$ cat config.mk
export PLATFORM = sky130hd
export DESIGN_NAME = dmem_arbiter
export DESIGN_NICKNAME = d
export VERILOG_FILES = /design/src/rtl/dmem_arbiter_pkg.sv /design/src/rtl/dmem_arbiter.sv
export SDC_FILE = /design/constraint.sdc
export NUM_CORES = 1
export LEC_CHECK = 0
export ABC_AREA = 1
export BUFFER_PORTS_ARGS = -buffer_cell sky130_fd_sc_hd__buf_2
export CORE_AREA = 2 2 116 118
export DETAILED_ROUTE_END_ITERATION = 8
export DIE_AREA = 0 0 118 120
export PLACE_DENSITY_LB_ADDON = 0.2
export SLEW_MARGIN = 20
export SYNTH_ARGS = -nofsm -noshare
export SYNTH_HDL_FRONTEND = slang
export SYNTH_SLANG_ARGS = --single-unit
$ cat constraint.sdc
create_clock -name clk -period 2.4 [get_ports clk]
set_clock_uncertainty 0.2 [all_clocks]
set_input_delay 0.36 -clock clk [delete_from_list [all_inputs] [get_ports clk]]
set_output_delay 0.36 -clock clk [all_outputs]
set_load 0.1 [all_outputs]
$ cat src/rtl/dmem_arbiter_pkg.sv
// Shared types for the data-memory arbiter: FSM states and port identifiers.
package dmem_arbiter_pkg;

  typedef enum logic {
    ARB    = 1'b0,
    LOCKED = 1'b1
  } arb_state_t;

  typedef enum logic {
    PORT_CORE = 1'b0,
    PORT_LDR  = 1'b1
  } port_id_t;

  // Width of the loader lock counter; holds values up to 255.
  localparam int LOCK_CNT_W = 8;

endpackage

$ cat src/rtl/dmem_arbiter.sv
// Round-robin arbiter sharing a single-port data memory between the MEM
// stage (core port) and the loader/debug port. The loader may hold a
// bounded lock for bursts. While the core is kept waiting, the core is
// forced through after MAX_LOCK loader grants.
module dmem_arbiter
  import dmem_arbiter_pkg::*;
#(
  parameter int ADDR_W   = 32,
  parameter int DATA_W   = 32,
  parameter int MAX_LOCK = 16
) (
  input  logic              clk,
  input  logic              reset,
  input  logic              core_req,
  input  logic              core_we,
  input  logic [ADDR_W-1:0] core_addr,
  input  logic [DATA_W-1:0] core_wdata,
  output logic              core_gnt,
  output logic              core_stall,
  output logic              core_rvalid,
  output logic [DATA_W-1:0] core_rdata,
  input  logic              ldr_req,
  input  logic              ldr_lock,
  input  logic              ldr_we,
  input  logic [ADDR_W-1:0] ldr_addr,
  input  logic [DATA_W-1:0] ldr_wdata,
  output logic              ldr_gnt,
  output logic              ldr_rvalid,
  output logic [DATA_W-1:0] ldr_rdata,
  output logic [ADDR_W-1:0] mem_addr,
  output logic              mem_we,
  output logic [DATA_W-1:0] mem_wdata,
  input  logic [DATA_W-1:0] mem_rdata
);

  localparam logic [LOCK_CNT_W-1:0] MAX_LOCK_C = LOCK_CNT_W'(MAX_LOCK);

  arb_state_t            state, state_nxt;
  port_id_t              rr_last, rr_nxt;
  logic [LOCK_CNT_W-1:0] lock_cnt, cnt_nxt;
  logic                  do_arb;

  // Grant decision, next-state and lock-counter update. Under reset no grant is made.
  always_comb begin
    core_gnt  = 1'b0;
    ldr_gnt   = 1'b0;
    state_nxt = state;
    rr_nxt    = rr_last;
    cnt_nxt   = lock_cnt;
    do_arb    = 1'b0;
    if (reset) begin
      state_nxt = ARB;
    end else begin
      case (state)
        ARB: begin
          do_arb = 1'b1;
        end
        LOCKED: begin
          if (!ldr_lock) begin
            // Lock released: plain round-robin this cycle, then back to ARB.
            do_arb    = 1'b1;
            state_nxt = ARB;
          end else if (core_req && (lock_cnt == MAX_LOCK_C)) begin
            // Forced yield to a core that has waited MAX_LOCK loader grants.
            core_gnt = 1'b1;
            cnt_nxt  = '0;
          end else if (ldr_req) begin
            ldr_gnt = 1'b1;
            if (core_req) begin
              cnt_nxt = lock_cnt + 8'd1;
            end else begin
              cnt_nxt = lock_cnt;
            end
          end else begin
            // Loader idle but still holding the lock: no grant, no counting.
            cnt_nxt = lock_cnt;
          end
        end
        default: begin
          state_nxt = ARB;
        end
      endcase

      if (do_arb) begin
        if (core_req && ldr_req) begin
          if (rr_last == PORT_LDR) begin
            core_gnt = 1'b1;
          end else begin
            ldr_gnt = 1'b1;
          end
        end else if (core_req) begin
          core_gnt = 1'b1;
        end else if (ldr_req) begin
          ldr_gnt = 1'b1;
        end else begin
          core_gnt = 1'b0;
        end
        if (ldr_gnt && ldr_lock) begin
          state_nxt = LOCKED;
          cnt_nxt   = '0;
        end else begin
          cnt_nxt = cnt_nxt;
        end
      end else begin
        do_arb = 1'b0;
      end

      if (core_gnt) begin
        rr_nxt = PORT_CORE;
      end else if (ldr_gnt) begin
        rr_nxt = PORT_LDR;
      end else begin
        rr_nxt = rr_last;
      end
    end
  end

  // Memory-side mux: the granted port drives the memory; idle defaults to the core address.
  always_comb begin
    mem_addr   = core_addr;
    mem_wdata  = core_wdata;
    mem_we     = 1'b0;
    if (ldr_gnt) begin
      mem_addr  = ldr_addr;
      mem_wdata = ldr_wdata;
      mem_we    = ldr_we;
    end else if (core_gnt) begin
      mem_we = core_we;
    end else begin
      mem_we = 1'b0;
    end
    core_stall = core_req & ~core_gnt;
  end

  // Arbiter state, round-robin pointer and lock counter.
  always_ff @(posedge clk) begin
    if (reset) begin
      state    <= ARB;
      rr_last  <= PORT_LDR;
      lock_cnt <= '0;
    end else begin
      state    <= state_nxt;
      rr_last  <= rr_nxt;
      lock_cnt <= cnt_nxt;
    end
  end

  // Read-return registers: capture memory data on a granted read, pulse rvalid next cycle.
  always_ff @(posedge clk) begin
    if (reset) begin
      core_rvalid <= 1'b0;
      ldr_rvalid  <= 1'b0;
      core_rdata  <= '0;
      ldr_rdata   <= '0;
    end else begin
      core_rvalid <= core_gnt & ~core_we;
      ldr_rvalid  <= ldr_gnt & ~ldr_we;
      if (core_gnt && !core_we) begin
        core_rdata <= mem_rdata;
      end else begin
        core_rdata <= core_rdata;
      end
      if (ldr_gnt && !ldr_we) begin
        ldr_rdata <= mem_rdata;
      end else begin
        ldr_rdata <= ldr_rdata;
      end
    end
  end

endmodule

==> impl_metrics.env, run 1 <==
export IMPL_overflow=0
export IMPL_drt_iter0_drc=308
export IMPL_gp_congestion=0.909
export IMPL_post_place_ws_ps=110
export IMPL_violations="setup timing"
export IMPL_reg2reg_from="lock_cnt[1]"
export IMPL_cts_hold_buf=0
export IMPL_critical_path_buf_inv_count=4
export IMPL_clock_tree_htree_level_count=3
export IMPL_dp_hpwl_mm=14.2
export IMPL_slew_headroom_pct=53.0
export IMPL_clk_pin_slew_ps=60
export IMPL_avgViaCountPerCell=4.62
export IMPL_dr_pass1_iters=4
export IMPL_finalHoldViolCount=0
export IMPL_worst_pin_slew_ps=704
export IMPL_area_delta_synth_final_pct=88.4
export IMPL_syn_avg_cell_area_um2=5.73
export IMPL_fillers=1154
export IMPL_rsz0062_at_grt="yes"
export IMPL_cp_cell_sequence="inv_2 -> ha_4 -> nand2_2 -> nor2_2 -> nand2_2 -> nand2_2 -> nand2_4 -> nand2_8 -> inv_16 -> clkbuf_16 -> nand2_4 -> nand2_4 -> buf_12"
export IMPL_critPathArrivalTime_ps=1940
export IMPL_fp_row_count=42
export IMPL_grt_pass1_wl_mm=29.4
export IMPL_post_drt_wl_per_cell_um=15.6
export IMPL_final_nets=1268
export IMPL_ff2ff_setup_slack_ps=210
export IMPL_cp_end_kind="output port"
export IMPL_hp_start="mem_rdata[30]"
export IMPL_startpoint_type="flop"
export IMPL_num_vias=5928
export IMPL_die_h_um=120
export IMPL_r2r_end="ldr_rdata[15]"
export IMPL_portBuffers=300
export IMPL_synth_xor_area_share_pct=0.575
export IMPL_cts_max_path_buffers=2
export IMPL_yosys_area_top_type_share_pct=33.3
export IMPL_min_period_ps=2500
export IMPL_drc=0
export IMPL_drive_gt1_share_pct=46.6
export IMPL_clock_fmax_mhz=401
export IMPL_synth_top_family_by_area="simple AND/OR/NAND/NOR gates"
export IMPL_min_to="ldr_rdata[30]"
export IMPL_postSynthCellCount=797
export IMPL_synth_mux_area_fraction_pct=0
export IMPL_fin_ws_ps=-96.6
export IMPL_multi_input_area_mm2=0.00293
export IMPL_synth_top_area_cell="dfxtp_1"
export IMPL_path_class="flop to output port"
export IMPL_first_global_vias=5376
export IMPL_die_area_mm2=0.0142
export IMPL_placed_cells=1250
export IMPL_worst_r2r_cell_count=13
export IMPL_hold_path_class="primary input to flop"
export IMPL_grt_max_degree=67
export IMPL_finalSetupViolations=66
export IMPL_cts_tree="yes"
export IMPL_cp_required_ps=1840
export IMPL_antenna_found_initial=2
export IMPL_clkSinkCount=76
export IMPL_p_leak_nw=4.79
export IMPL_vdd_ir_drop_max_mv=0.542
export IMPL_slowest_stage="dfxtp_2"
export IMPL_cp_max_fo=7
export IMPL_yosys_warnings=0
export IMPL_ys_seq_area_share_pct=33.3
export IMPL_start_util_pct=35.2
export IMPL_hold_depth=3
export IMPL_die_w_um=118
export IMPL_ioPinCount=301
export IMPL_cts_made_buffers=9
export IMPL_synth_adder_area_share_pct=0.547
export IMPL_fin_crit_sh_pct=104
export IMPL_synth_area_leaders="dfxtp_1, nand2_1, inv_1"
export IMPL_drv_slew=0
export IMPL_syn_nets=966
export IMPL_syn_area_mm2=0.00457
export IMPL_clk_latency_ps=330
export IMPL_drt_total_wl_mm=20.0
export IMPL_ant_nets=0
export IMPL_regArea_mm2=0.00153
export IMPL_max_stage_delay_ps=320
export IMPL_synth_seq_cells=76
export IMPL_post_synth_num_cell_types=23
export IMPL_synth_compound_area_share_pct=1.26
export IMPL_grt_total_usage_pct=26.3
export IMPL_power_density_mw_per_mm2=650
export IMPL_synth_simple_area_share_pct=46.5
export IMPL_status="complete, but fails checks"
export IMPL_fin_cells=1282
export IMPL_critical_path_top_delay_family="simple AND/OR/NAND/NOR gates"
export IMPL_cap_violations=0
export IMPL_core_mm2=0.0130
export IMPL_cts_root_buffer="clkbuf_16"
## tightest hold or removal path: stages
cell and delay [ps]:
buf_2 90, nand4_1 70, nand2_1 60
## layout make-up
| cell class | instances | area share [%] |
|---|---|---|
| clock inverter | 6 | 1.02 |
| multi-input combinational | 527 | 34.1 |
| inverter | 149 | 6.73 |
| clock buffer | 10 | 2.66 |
| tap | 176 | 2.56 |
| antenna | 2 | 0.0581 |
| timing repair inverter | 1 | 0.102 |
| timing repair buffer | 335 | 35.1 |
| sequential | 76 | 17.7 |
## cell usage after synthesis
cell / count
nor2_2: 1
xor2_1: 3
inv_2: 6
buf_4: 7
o21ai_0: 6
nand3_2: 2
dfxtp_1: 76
buf_6: 5
nand3_1: 6
nand4_1: 67
clkbuf_1: 13
buf_1: 5
a21boi_0: 1
ha_1: 2
nand2_2: 4
o21ai_1: 1
buf_2: 16
a21oi_1: 3
nand2_4: 1
inv_1: 143
or2_2: 1
nor2_1: 82
nand2_1: 346
## where the power goes
| group | internal (mW) | total (mW) | leakage, nW | switching (mW) |
|---|---|---|---|---|
| Sequential | 1.33 | 1.37 | 0.622 | 0.0340 |
| Clock | 0.913 | 1.45 | 0.157 | 0.537 |
| Combinational | 0.826 | 2.78 | 4.01 | 1.95 |
| Total | 3.07 | 5.60 | 4.79 | 2.53 |
## sequential cells by signal, indices dropped and copies added (netlist names)
name and flops:
rr_last 1, state 1, ldr_rdata 32, ldr_rvalid 1
core_rdata 32, lock_cnt 8, core_rvalid 1
## cells in the final DEF (no fill, tap or decap), types with 2 or more instances in the layout
cell type,n
nand2_1,207
buf_4,18
buf_8,2
nand2_8,2
buf_16,2
nand3_2,2
bufinv_16,2
buf_12,74
nor2_1,80
nand4_1,67
nor2_4,2
nand3_1,6
a21oi_1,3
diode_2,2
o21ai_0,6
dfxtp_1,73
inv_1,140
inv_2,7
clkbuf_16,15
nand2_4,59
inv_6,2
xor2_1,3
nand2_2,84
buf_2,232
clkinv_2,2
dfxtp_2,3
## through the flow
step	hold slack, ps	power (mW)	utilization, %	setup TNS, ps	cell area, um2
3_3_place_gp	293	3.98	57.9	0	7510
4_1_cts	71.0	5.51	62.2	-5190	8080
5_1_grt	83.5	5.77	66.3	-9040	8610
3_5_place_dp	294	3.99	57.9	0	7510
2_1_floorplan	265	3.14	-	-192	4810
6_report	80.1	5.60	66.3	-4080	8610
## routing by layer
layer  global-route usage, %  vias up  routed length (um)
met5                       0        -                   0
met4                    8.58        0                 487
met3                    7.41       32                1600
met2                    43.7      245                9840
met1                    33.0     2677                8090
li1                        -     2974                   -
## how the worst max path moves through the flow
stage / slack [ps] / from / endpoint / cells after the start
2_1_floorplan: -190 / lock_cnt[0] / core_stall / 9
3_3_place_gp: 130 / core_req / mem_wdata[1] / 11
3_5_place_dp: 110 / core_req / mem_wdata[1] / 11
4_1_cts: -130 / lock_cnt[0] / mem_wdata[3] / 13
5_1_grt: -170 / lock_cnt[1] / mem_addr[21] / 13
6_report: -100 / lock_cnt[1] / mem_addr[21] / 13
## repair_timing
action	4_1_cts	5_1_grt
endpoints found under the setup margin	67	68
pin swaps	0	28
buffers inserted	3	2
resized for setup	44	103
gates cloned	3	8
## cell families (layout without fill, tap and decap cells)
| logic type | after synthesis | after routing |
|---|---|---|
| simple gates | 510 | 511 |
| buf+inv | 195 | 501 |
| flops | 76 | 76 |
| compound gates | 11 | 11 |
| xor+xnor | 3 | 3 |
| fa+ha+maj | 2 | 2 |
| other cells | 0 | 2 |
Note: power is estimated with default switching activity, not from simulation.
==> run 2, diff against run 1 <==
CORE_AREA = 2 2 118 120   (was 2 2 116 118)
DIE_AREA = 0 0 120 122   (was 0 0 118 120)
RECOVER_POWER = 50   (was unset)
clock period = 2.22 ns   (was 2.4 ns; I/O delays follow)
==> run 2 against run 1 <==
  * Count of clock-buffer cells in the layout shrank 1
  * Sequential share of layout area shrank 0.46 points
  * Flip-flop and latch count is the same
  * Combinational power grew 9.0%
  * Global-route usage shrank 1.2 points
  * Final cell count rose by 0.78%
  * Wire length decreased by 3.8%
  * Clock power is 14% higher
  * Critical path depth grew 1
  * Critical path type unchanged
  * Sequential power is 8% higher
  * Non-clock buffer count rose by 9
  * The flow still finishes with violations (setup timing)
  * Cell area up 2.6%
==> impl_metrics.env, run 2 (synthesized netlist as in run 1, its figures left out) <==
export IMPL_ant_nets=0
export IMPL_dr_pass1_iters=4
export IMPL_combPwrFrac_pct=49.1
export IMPL_critical_path_top_delay_family="simple AND/OR/NAND/NOR gates"
export IMPL_layout_common_cells="nand2_1, buf_2, inv_1, nand2_4, nor2_1"
export IMPL_final_common_cell="nand2_1"
export IMPL_drt_total_wl_mm=19.3
export IMPL_p_leak_nw=4.88
export IMPL_avgViaCountPerCell=4.50
export IMPL_worst_pin_slew_ps=697
export IMPL_grt_max_degree=67
export IMPL_grt_total_usage_pct=25.1
export IMPL_die_area_mm2=0.0146
export IMPL_switchingPower_mw=2.72
export IMPL_cp_required_ps=1690
export IMPL_cap_violations=0
export IMPL_rsz0062_at_grt="yes"
export IMPL_startpoint_type="flop"
export IMPL_clock_fmax_mhz=398
export IMPL_drt_iter0_drc=289
export IMPL_post_place_ws_ps=-27.7
export IMPL_max_stage_delay_ps=320
export IMPL_power_density_mw_per_mm2=698
export IMPL_finalSetupViolations=68
export IMPL_critical_path_buf_inv_count=5
export IMPL_hold_path_class="primary input to flop"
export IMPL_core_mm2=0.0135
export IMPL_clk_latency_ps=330
export IMPL_p_clk_share_pct=26.9
export IMPL_internal_power_mw=3.45
export IMPL_die_h_um=122
export IMPL_fillers=1199
export IMPL_fin_ws_ps=-293
export IMPL_num_vias=5817
export IMPL_fin_crit_sh_pct=113
export IMPL_cts_tree="yes"
export IMPL_cp_end_kind="output port"
export IMPL_clock_tree_htree_level_count=3
export IMPL_drv_slew=0
export IMPL_finalHoldViolCount=0
export IMPL_crit_path_frequent_cell="nand2_2"
export IMPL_clkSinkCount=76
export IMPL_fin_tns_setup_ps=-16310
export IMPL_p_sw_share_pct=44.1
export IMPL_clk_pin_slew_ps=60
export IMPL_min_period_ps=2510
export IMPL_antenna_found_initial=3
export IMPL_grt_pass1_wl_mm=28.7
export IMPL_overflow=0
export IMPL_die_w_um=120
export IMPL_fp_row_count=43
export IMPL_drc=0
export IMPL_cts_made_buffers=9
export IMPL_cp_max_fo=5
export IMPL_cts_max_path_buffers=2
export IMPL_post_drt_wl_per_cell_um=14.9
export IMPL_vdd_ir_drop_max_mv=0.526
export IMPL_cp_cell_sequence="inv_2 -> ha_4 -> nand2_2 -> nor2_2 -> nand2_2 -> nand2_2 -> nand2_4 -> nand2_8 -> inv_8 -> clkbuf_16 -> buf_12 -> nand2_2 -> nand2_4 -> buf_12"
export IMPL_multi_input_area_mm2=0.00310
export IMPL_ioPinCount=301
export IMPL_slew_headroom_pct=53.5
export IMPL_ff2ff_setup_slack_ps=160
export IMPL_portBuffers=300
export IMPL_slowest_stage="dfxtp_2"
export IMPL_first_global_vias=5398
export IMPL_start_util_pct=33.8
export IMPL_regArea_mm2=0.00152
export IMPL_status="complete, but fails checks"
export IMPL_violations="setup timing"
export IMPL_critPathArrivalTime_ps=1980
export IMPL_top_regs="core_rdata (32), ldr_rdata (32), lock_cnt (8)"
export IMPL_drive_gt1_share_pct=45.3
export IMPL_dp_hpwl_mm=14.6
export IMPL_path_class="flop to output port"
export IMPL_final_nets=1275
export IMPL_cts_root_buffer="clkbuf_16"
export IMPL_area_delta_synth_final_pct=93.3
export IMPL_seqPwrFrac_pct=24.0
export IMPL_gp_congestion=0.871
run 2: cell types whose count changed in the layout (fill, tap and decap cells not counted), moves of 3 or more:
cell        delta
nand2_1       +20
clkbuf_16      -3
buf_4          +8
nand2_2       -61
nand2_4       +38
buf_6          +4
clkinvlp_4     +3
clkbuf_2      +13
buf_2         -13
run 2: worst paths after layout:
path | startpoint | to | cells past startpoint
min reg2reg | core_rdata[19] | core_rdata[19] | 4
min | mem_rdata[26] | ldr_rdata[26] | 3
max reg2reg | lock_cnt[1] | ldr_rdata[21] | 12
max | lock_cnt[1] | mem_wdata[28] | 14
run 2: routing by layer:
metal	track usage [%]	wire, um	vias up	share of wire, %
met3	6.32	1560	31	8.1
li1	-	-	2996	-
met1	31.0	7670	2561	40
met2	43.1	9590	223	50
met4	7.43	401	6	2.1
met5	0	42	-	0.22
run 2: layout make-up:
type,instances,share of cell area [%]
tap,180,2.55
sequential,76,17.2
antenna,1,0.0283
multi-input combinational,526,35.1
clock inverter,7,1.30
timing repair buffer,344,34.7
inverter,149,6.50
clock buffer,9,2.55
run 2: what timing repair did:
action                                 4_1_cts  5_1_grt
pin swaps                                    5        2
hold buffers                                 0        0
setup endpoints to repair                   68      118
cloned                                       1        3
endpoints found under the hold margin        0        0
setup buffers                                5        2
resized for setup                           86       26
run 2: power by group through the flow:
stage	sequential, mW	clock, mW	combinational [mW]
after global placement	1.51	0	2.89
after detailed placement	1.51	0	2.90
after global routing	1.49	1.74	3.14
after CTS	1.48	1.69	2.99
final	1.48	1.66	3.03
after floorplan	2.04	0	1.44
run 2: worst register-to-register path: cells and delay by family, from the launching register on:
kind / cells / cell delay (ps)
DFF: 1 / 330
buffers and inverters: 3 / 680
adders and majority gates: 1 / 150
and+or+nand+nor: 8 / 600
run 2: metrics by stage:
step | utilization, % | power (mW) | std cells | hold WS (ps) | area (um2)
floorplan | - | 3.47 | 797 | 271 | 5080
detailed placement | 58.6 | 4.40 | 1266 | 293 | 7920
finish | 65.4 | 6.16 | 1292 | 51.4 | 8830
global placement | 58.6 | 4.39 | 1266 | 293 | 7920
CTS | 63.9 | 6.16 | 1288 | 44.3 | 8630
global route | 65.4 | 6.38 | 1291 | 62.5 | 8830
